<file path="config.mk">
export PLATFORM = sky130hd
export DESIGN_NAME = pmp_entry_match
export DESIGN_NICKNAME = d
export VERILOG_FILES = /design/src/rtl/pmp_pkg.sv /design/src/rtl/pmp_entry_match.sv
export SDC_FILE = /design/constraint.sdc
export NUM_CORES = 1
export LEC_CHECK = 0
export ABC_CLOCK_PERIOD_IN_PS = 4280
export BUFFER_PORTS_ARGS = -buffer_cell sky130_fd_sc_hd__clkbuf_2
export CORE_MARGIN = 3
export CORE_UTILIZATION = 25
export DETAILED_ROUTE_END_ITERATION = 8
export GPL_TIMING_DRIVEN = 0
export PLACE_DENSITY_LB_ADDON = 0.12
export SLEW_MARGIN = 20
export SYNTH_ARGS = -nofsm -noshare
export SYNTH_HDL_FRONTEND = slang
export SYNTH_SLANG_ARGS = --single-unit
</file>
<file path="constraint.sdc">
create_clock -name vclk -period 4.28
set_input_delay 0.856 -clock vclk [all_inputs]
set_output_delay 0.856 -clock vclk [all_outputs]
set_load 0.1 [all_outputs]
</file>
<file path="src/rtl/pmp_pkg.sv">
// Shared encodings for the sequential PMP checker: privilege levels, access types,
// pmpcfg field positions, address-matching modes and the walk FSM states.
package pmp_pkg;

    localparam logic [1:0] PRIV_U = 2'b00;
    localparam logic [1:0] PRIV_S = 2'b01;
    localparam logic [1:0] PRIV_M = 2'b11;

    localparam logic [2:0] ACC_READ  = 3'b001;
    localparam logic [2:0] ACC_WRITE = 3'b010;
    localparam logic [2:0] ACC_EXEC  = 3'b100;

    localparam int unsigned CFG_R    = 0;
    localparam int unsigned CFG_W    = 1;
    localparam int unsigned CFG_X    = 2;
    localparam int unsigned CFG_A_LO = 3;
    localparam int unsigned CFG_A_HI = 4;
    localparam int unsigned CFG_L    = 7;

    typedef enum logic [1:0] {
        A_OFF   = 2'b00,
        A_TOR   = 2'b01,
        A_NA4   = 2'b10,
        A_NAPOT = 2'b11
    } pmp_a_e;

    typedef enum logic [1:0] {
        IDLE = 2'b00,
        WALK = 2'b01,
        RESP = 2'b10
    } walk_state_e;

endpackage

</file>
<file path="src/rtl/pmp_entry_match.sv">
// Address match for a single PMP entry; addresses are word addresses (byte addr >> 2).
module pmp_entry_match
    import pmp_pkg::*;
#(
    parameter int unsigned PMP_LEN = 54
) (
    input  logic [PMP_LEN-1:0] addr_i,
    input  logic [7:0]         cfg_i,
    input  logic [PMP_LEN-1:0] pmpaddr_i,
    input  logic [PMP_LEN-1:0] prev_pmpaddr_i,
    input  logic               is_first_i,
    output logic               match_o
);

    pmp_a_e             mode;
    logic [PMP_LEN-1:0] tor_lo;
    logic [PMP_LEN-1:0] napot_mask;

    // NOTE: every signal assigned in always_comb gets a default first, so no path can infer a latch.
    always_comb begin
        mode       = pmp_a_e'(cfg_i[CFG_A_HI:CFG_A_LO]);
        tor_lo     = is_first_i ? '0 : prev_pmpaddr_i;
        // x ^ (x+1) sets bits [t:0] for t trailing ones; all-ones pmpaddr yields an all-ones mask.
        napot_mask = pmpaddr_i ^ (pmpaddr_i + PMP_LEN'(1));
        match_o    = 1'b0;
        case (mode)
            A_TOR:   match_o = (addr_i >= tor_lo) && (addr_i < pmpaddr_i);
            A_NA4:   match_o = (addr_i == pmpaddr_i);
            A_NAPOT: match_o = ((addr_i ^ pmpaddr_i) & ~napot_mask) == '0;
            default: match_o = 1'b0;
        endcase
    end

endmodule

</file>
* After elaboration in Yosys (flattened, before gate mapping)
Index checks and enable logic that the tools add are counted.
Word-level totals: flip-flop bits (word level) 0, output and inout port bits 1, logic and storage cells 15
Operators by class: add/sub/neg operators 1, $lt $le $gt $ge 2, equality and inequality tests 4, muxes and demuxes 2, bitwise gates (word level) 4, reduce and logical (&&, ||, !) cells 2
Operator list (count):
- XOR 54 bit | 2
- adder 54 x 1 -> 54 bit, second input constant | 1
- bitwise AND 54 bit | 1
- equality test 54 bit | 1
- greater-or-equal comparator 54 bit | 1
- logical NOT 54 bit | 1
- < comparator 54 bit | 1
- two-way mux 54 bit | 1
- inverter 54 bit | 1
- equality test 2 bit, second input constant | 2
- case mux 1 bit (3 select lines) | 1
- equality test 2 x 1 -> 1 bit, second input constant | 1
- logical AND 1 bit | 1

* Longest topological paths before layout
Gate-level depths: netlist of run 1.
word-level depth 6, depth in mapped cells 11, gate-level depth less buffers 10

* Worst setup path before layout of run 1
No wires, ideal clock.
path kind input to output, from input pmpaddr_i[23], to output match_o, data arrival time 4.463 ns, setup slack -1.039 ns, stages on the path 8, buffers on the path 0, cell sequence nand4_2 -> or4_4 -> nor4_4 -> a31oi_1 -> or4_1 -> nor4_1 -> nand4_1 -> o211ai_1
Between the ends: cells in the longest elaborated chain, start to end 6, elaborated cells between the ends (all ways) 10, those cells by class 1 x add/sub; 1 x order compare; 1 x eq/ne; 1 x mux; 4 x bitwise; 2 x reduce/logical
Ends and longest elaborated chain:
- from (decl) | line pmp_entry_match.sv:9 | input logic [PMP_LEN-1:0] pmpaddr_i,
- adder 54 x 1 -> 54 bit | line pmp_entry_match.sv:24 | napot_mask = pmpaddr_i ^ (pmpaddr_i + PMP_LEN'(1));
- XOR 54 bit | line pmp_entry_match.sv:24
- inverter 54 bit | line pmp_entry_match.sv:29 | A_NAPOT: match_o = ((addr_i ^ pmpaddr_i) & ~napot_mask) == '0;
- bitwise AND 54 bit | line pmp_entry_match.sv:29
- logical NOT 54 bit | line pmp_entry_match.sv:29
- case mux 1 bit (3 select lines) * | line pmp_entry_match.sv:26 | case (mode)
- to (decl) | line pmp_entry_match.sv:12 | output logic match_o
Mark *: on every way between the ends. The rest lies on a longest branch, timed or not.

* Worst setup path in the final report of run 1
from input pmpaddr_i[26], to output match_o
The elaborated chain is that of the path after synthesis.

==> reports/results.ini, run 1 <==
[die]
pin_count = 172
dieArea_um2 = 16130
die_h_um = 127.0
core_um2 = 14100
rows = 43
initial_utilization_pct = 25.96
die_w_um = 127.0

[synth]
synth_area_leaders = ha_1 (37%), nand2b_1 (9.4%), a21oi_1 (7.4%)
synthDistinctLibCells = 42
ys_warn_count = 0
yosysSeqAreaShare_pct = 0
synthTopCellsByCount = ha_1 (109), inv_1 (56), nand2b_1 (55), a21oi_1 (54), nand2_1 (23)
netlist_instances = 514
synth_fp_nets = 794
netlist_area_um2 = 3660
netlist.area_leader.share_pct = 37.26
avgSynthCellArea_um2 = 7.120
synth_most_common_cell = ha_1
yosysTopAreaCell = ha_1

[sta]
fin_crit_ns = 4.273
rsz0062_at_grt = yes
fin_ws_ns = 0.006552
worst_pin_slew_ns = 0.6859
finalCritPeriodShare_pct = 99.85
max-slew-margin-rel_pct = 53.85
setup_viol = 0
slew_viol_final = 0
fmax_mhz = 234.0
hold_violations = 0

[pwr]
ir_worst_vdd_uv = 35.10
swShare_pct = 53.40
clockPowerShare_pct = 0
pwr_density_cell_nw_per_um2 = 92.14
p_leak_nw = 2.650
seq_power_share_pct = 0
p_int_mw = 0.2196
p_switching_mw = 0.2517
power.total_mw = 0.4714
pwr-share-comb_pct = 100.0

[routing]
wire_per_inst_um = 17.55
vias = 4567
dr.pass1.iters = 4
ant_nets = 0
wirelength_mm = 15.21
vias_per_cell = 5.268
drc = 0
drtIter0Drc = 224

[worst_setup_path]
crit_end = match_o
critPathMaxFanout = 3
critPathRequiredTime_ns = 3.42
cp-startpoint = pmpaddr_i[26]
critPathKind = in2out
critPathLaunchType = primary input
worstPathArrival_ns = 3.42
cp-end-kind = primary output

[global_routing]
overflow = 0
grt_pass1_vias = 4733
grt_start_max_net_pins = 11
antenna_found_initial = 0
grt_pass1_wl_mm = 23.60
grtUsageTotal_pct = 17.90

[layout]
clkbuf_count = 0
seq_area_um2 = 0
fin_area_um2 = 5116
n_fill_cell = 1558
drive_above_1_share_pct = 31.15
n_sequential_cell = 0
num_antenna_cells = 0
final_nets = 969
area_growth_pct = 39.79

[place]
post_dp_cell_area_um2 = 4731
detailedPlace.worstSlack_ns = -1.325
io_buffers = 166
hpwl_mm = 13.36
gp_congestion = 0.8746

[run]
cap_violations = 0

[clock_network]
ctsHoldBuffers = 0

[worst_hold_path]
hold_path_class = in2out

[outcome]
status = completed

worst max-delay path, cell delays in order:
cell and delay, ns:
clkbuf_8 0.11, nand4_4 0.10, or4_4 0.57, nor4_4 0.14
buf_4 0.18, a31oi_4 0.09, or4_4 0.47, nor4_4 0.29
nand4_1 0.11, o211ai_1 0.20, clkbuf_8 0.28
cells by family (layout without fill, tap and decap cells):
logic type	Yosys count	after routing	synth area share, %
xor gates and xnor gates	1	1	0.2394
adders and majority gates	109	109	37.27
AOI/OAI and AO/OA	133	133	22.53
and+or+nand+nor	206	206	33.30
buffers and inverters	65	238	6.667
per-stage QoR:
step,std cells,setup TNS [ns],hold slack [ns],util [%]
final,867,0,2.423,36.30
after global routing,867,-0.1383,2.490,36.30
after CTS,864,-0.05864,2.404,35.29
after detailed placement,860,-1.325,2.564,33.56
after global placement,860,-1.307,2.573,33.56
after floorplan,514,-0.8599,2.651,-
repair_timing:
| item | CTS | global route |
|---|---|---|
| setup buffers | 6 | 5 |
| gates resized for setup | 42 | 24 |
| pin swaps | 16 | 19 |
| setup endpoints to repair | 1 | 1 |
final cells by class:
class	count	area, um2	area share (%)
buffer	5	90.09	1.761
inverter	56	210.2	4.109
multi-input combinational	449	3625	70.85
timing repair buffer	177	965.9	18.88
tap	180	225.2	4.402
how the worst min path moves through the flow:
stage / from / endpoint / slack (ns) / cells after the start
floorplan: pmpaddr_i[34] / match_o / 2.65 / 4
global placement: pmpaddr_i[42] / match_o / 2.57 / 6
detailed placement: pmpaddr_i[42] / match_o / 2.56 / 6
CTS: pmpaddr_i[42] / match_o / 2.40 / 6
global route: pmpaddr_i[42] / match_o / 2.49 / 6
finish: pmpaddr_i[42] / match_o / 2.42 / 6
routing by layer:
| metal | up-vias | share of wire [%] | global-route usage [%] |
|---|---|---|---|
| li1 | 2308 | - | - |
| met4 | 0 | 1.4 | 1.956 |
| met3 | 16 | 5.7 | 2.550 |
| met2 | 151 | 48 | 32.91 |
| met1 | 2092 | 45 | 22.83 |
| met5 | - | 0 | 0 |
placed cells by master, fill, tap and decap left out, types with 15 or more instances in the layout:
cell type  Yosys  layout
clkbuf_2       0     160
ha_1         109     108
inv_1         56      56
nand2b_1      55      55
a21oi_1       54      53
nand2_1       23      21
nand4_1       20      20
nor2_1        21      20
o21ai_0       20      19
nand3_1       15      15
power groups by stage:
stage / sequential, mW / combinational, mW / clock (mW)
2_1_floorplan: 0 / 0.245 / 0
3_3_place_gp: 0 / 0.425 / 0
3_5_place_dp: 0 / 0.432 / 0
4_1_cts: 0 / 0.459 / 0
5_1_grt: 0 / 0.534 / 0
6_report: 0 / 0.471 / 0
Power figures use the tool's default switching activity.
==> run 2, diff against run 1 <==
Settings changed: CORE_ASPECT_RATIO from default to 1.5.
==> run 2 against run 1 <==
  * Hold slack improved by 0.047 ns
  * Cell count rose by 1.5%
  * Die area rose by 0.19%
  * Clock-buffer cell count did not move
  * Largest cell class unchanged
  * Combinational power fell by 1%
  * Via count barely moved
  * Global-route usage fell by 0.17 points
  * Final area fell by 0.17%
  * Core utilization fell by 0.30 points
==> reports/results.ini, run 2 (synthesis results as in run 1) <==
[sta]
finalCritPeriodShare_pct = 99.11
fin_crit_ns = 4.242
rsz0062_at_grt = yes
setup_viol = 0
hold_violations = 0
holdWs_ns = 2.470
tns_ns = 0
max-slew-margin-rel_pct = 59.06
worst_pin_slew_ns = 0.6064
slew_viol_final = 0
fmax_mhz = 235.7

[routing]
drtIter0Drc = 203
drc = 0
wire_per_inst_um = 17.19
wirelength_mm = 15.12
vias_per_cell = 5.188
ant_nets = 0
vias = 4565
dr.pass1.iters = 4

[global_routing]
grtUsageTotal_pct = 17.73
grt_pass1_vias = 4765
antenna_found_initial = 2
grt_pass1_wl_mm = 23.43
overflow = 0
grt_start_max_net_pins = 11

[worst_setup_path]
critPathLaunchType = primary input
critPathRequiredTime_ns = 3.42
crit_chain = clkbuf_16 -> nand4_4 -> or4_4 -> and4b_2 -> a21oi_1 -> or4_4 -> nor4_4 -> nand4_1 -> o211ai_1 -> clkbuf_8
critical-path-top-delay-family = simple AND/OR/NAND/NOR gates
critPathMaxFanout = 4
critPathKind = in2out
worstPathArrival_ns = 3.39
crit_path_max_incr_delay_ns = 0.57
path_buf_inv = 2
cp-end-kind = primary output
path_common_cell = or4_4
slowest_stage = or4_4

[pwr]
ir_worst_vdd_uv = 31.75
p_leak_nw = 2.621
pwr_density_cell_nw_per_um2 = 91.03
power.total_mw = 0.4649

[layout]
seq_area_um2 = 0
n_fill_cell = 1620
n_sequential_cell = 0
area_growth_pct = 39.56
drive_above_1_share_pct = 32.02
utilization_pct = 35.99
final_nets = 969
mostFrequentLayoutCells = clkbuf_2 (160), ha_1 (109), inv_1 (56), nand2b_1 (54), a21oi_1 (54)
clkbuf_count = 0
stdcell_count = 880
final_common_cell = clkbuf_2

[die]
pin_count = 172
rows = 53
die_w_um = 104.8
initial_utilization_pct = 25.79
core_um2 = 14190
dieArea_um2 = 16160
die_h_um = 154.2

[place]
io_buffers = 166
gp_congestion = 0.8930
hpwl_mm = 13.58
place_inst = 872

[worst_hold_path]
hold_path_class = in2out

[run]
cap_violations = 0

[outcome]
status = completed

## run 2: worst paths after layout
path / from / to / slack, ns / depth (start not counted)
hold / removal: pmpaddr_i[39] / match_o / 2.47 / 6
setup / recovery: pmpaddr_i[24] / match_o / 0.04 / 10
## run 2: cell type report
type | count | area [um2] | area share, %
Inverter | 56 | 210.2 | 4.116
Multi-Input combinational cell | 449 | 3632 | 71.12
Tap cell | 192 | 240.2 | 4.704
Antenna cell | 1 | 2.502 | 0.04900
Timing Repair Buffer | 177 | 977.2 | 19.13
Buffer | 5 | 45.04 | 0.8819
## run 2: stage by stage
step	setup WS [ns]	instance area (um2)
after floorplan	-0.8599	3675
after global placement	-0.7971	4746
after detailed placement	-0.8855	4746
after CTS	-0.09652	4961
after global routing	-0.04790	5107
final	0.03797	5107
## run 2: repair_timing
| item | CTS | global route |
|---|---|---|
| pin swaps | 13 | 19 |
| buffers inserted | 9 | 2 |
| gates resized for setup | 41 | 35 |
| endpoints found under the hold margin | 0 | 0 |
| setup endpoints to repair | 1 | 1 |
| hold buffers | 0 | 0 |
## run 2: routing by layer
metal / GRT usage [%] / wire length (um) / vias up
met4: 3.815 / 400 / 2
met5: 0 / 9 / -
met3: 1.628 / 725 / 21
met2: 36.85 / 8439 / 140
li1: - / - / 2310
met1: 18.75 / 5549 / 2092
## run 2: where the power goes
part           internal (mW)  switching [mW]
Sequential                 0               0
Combinational          0.215           0.250
Clock           0.0000000312               0
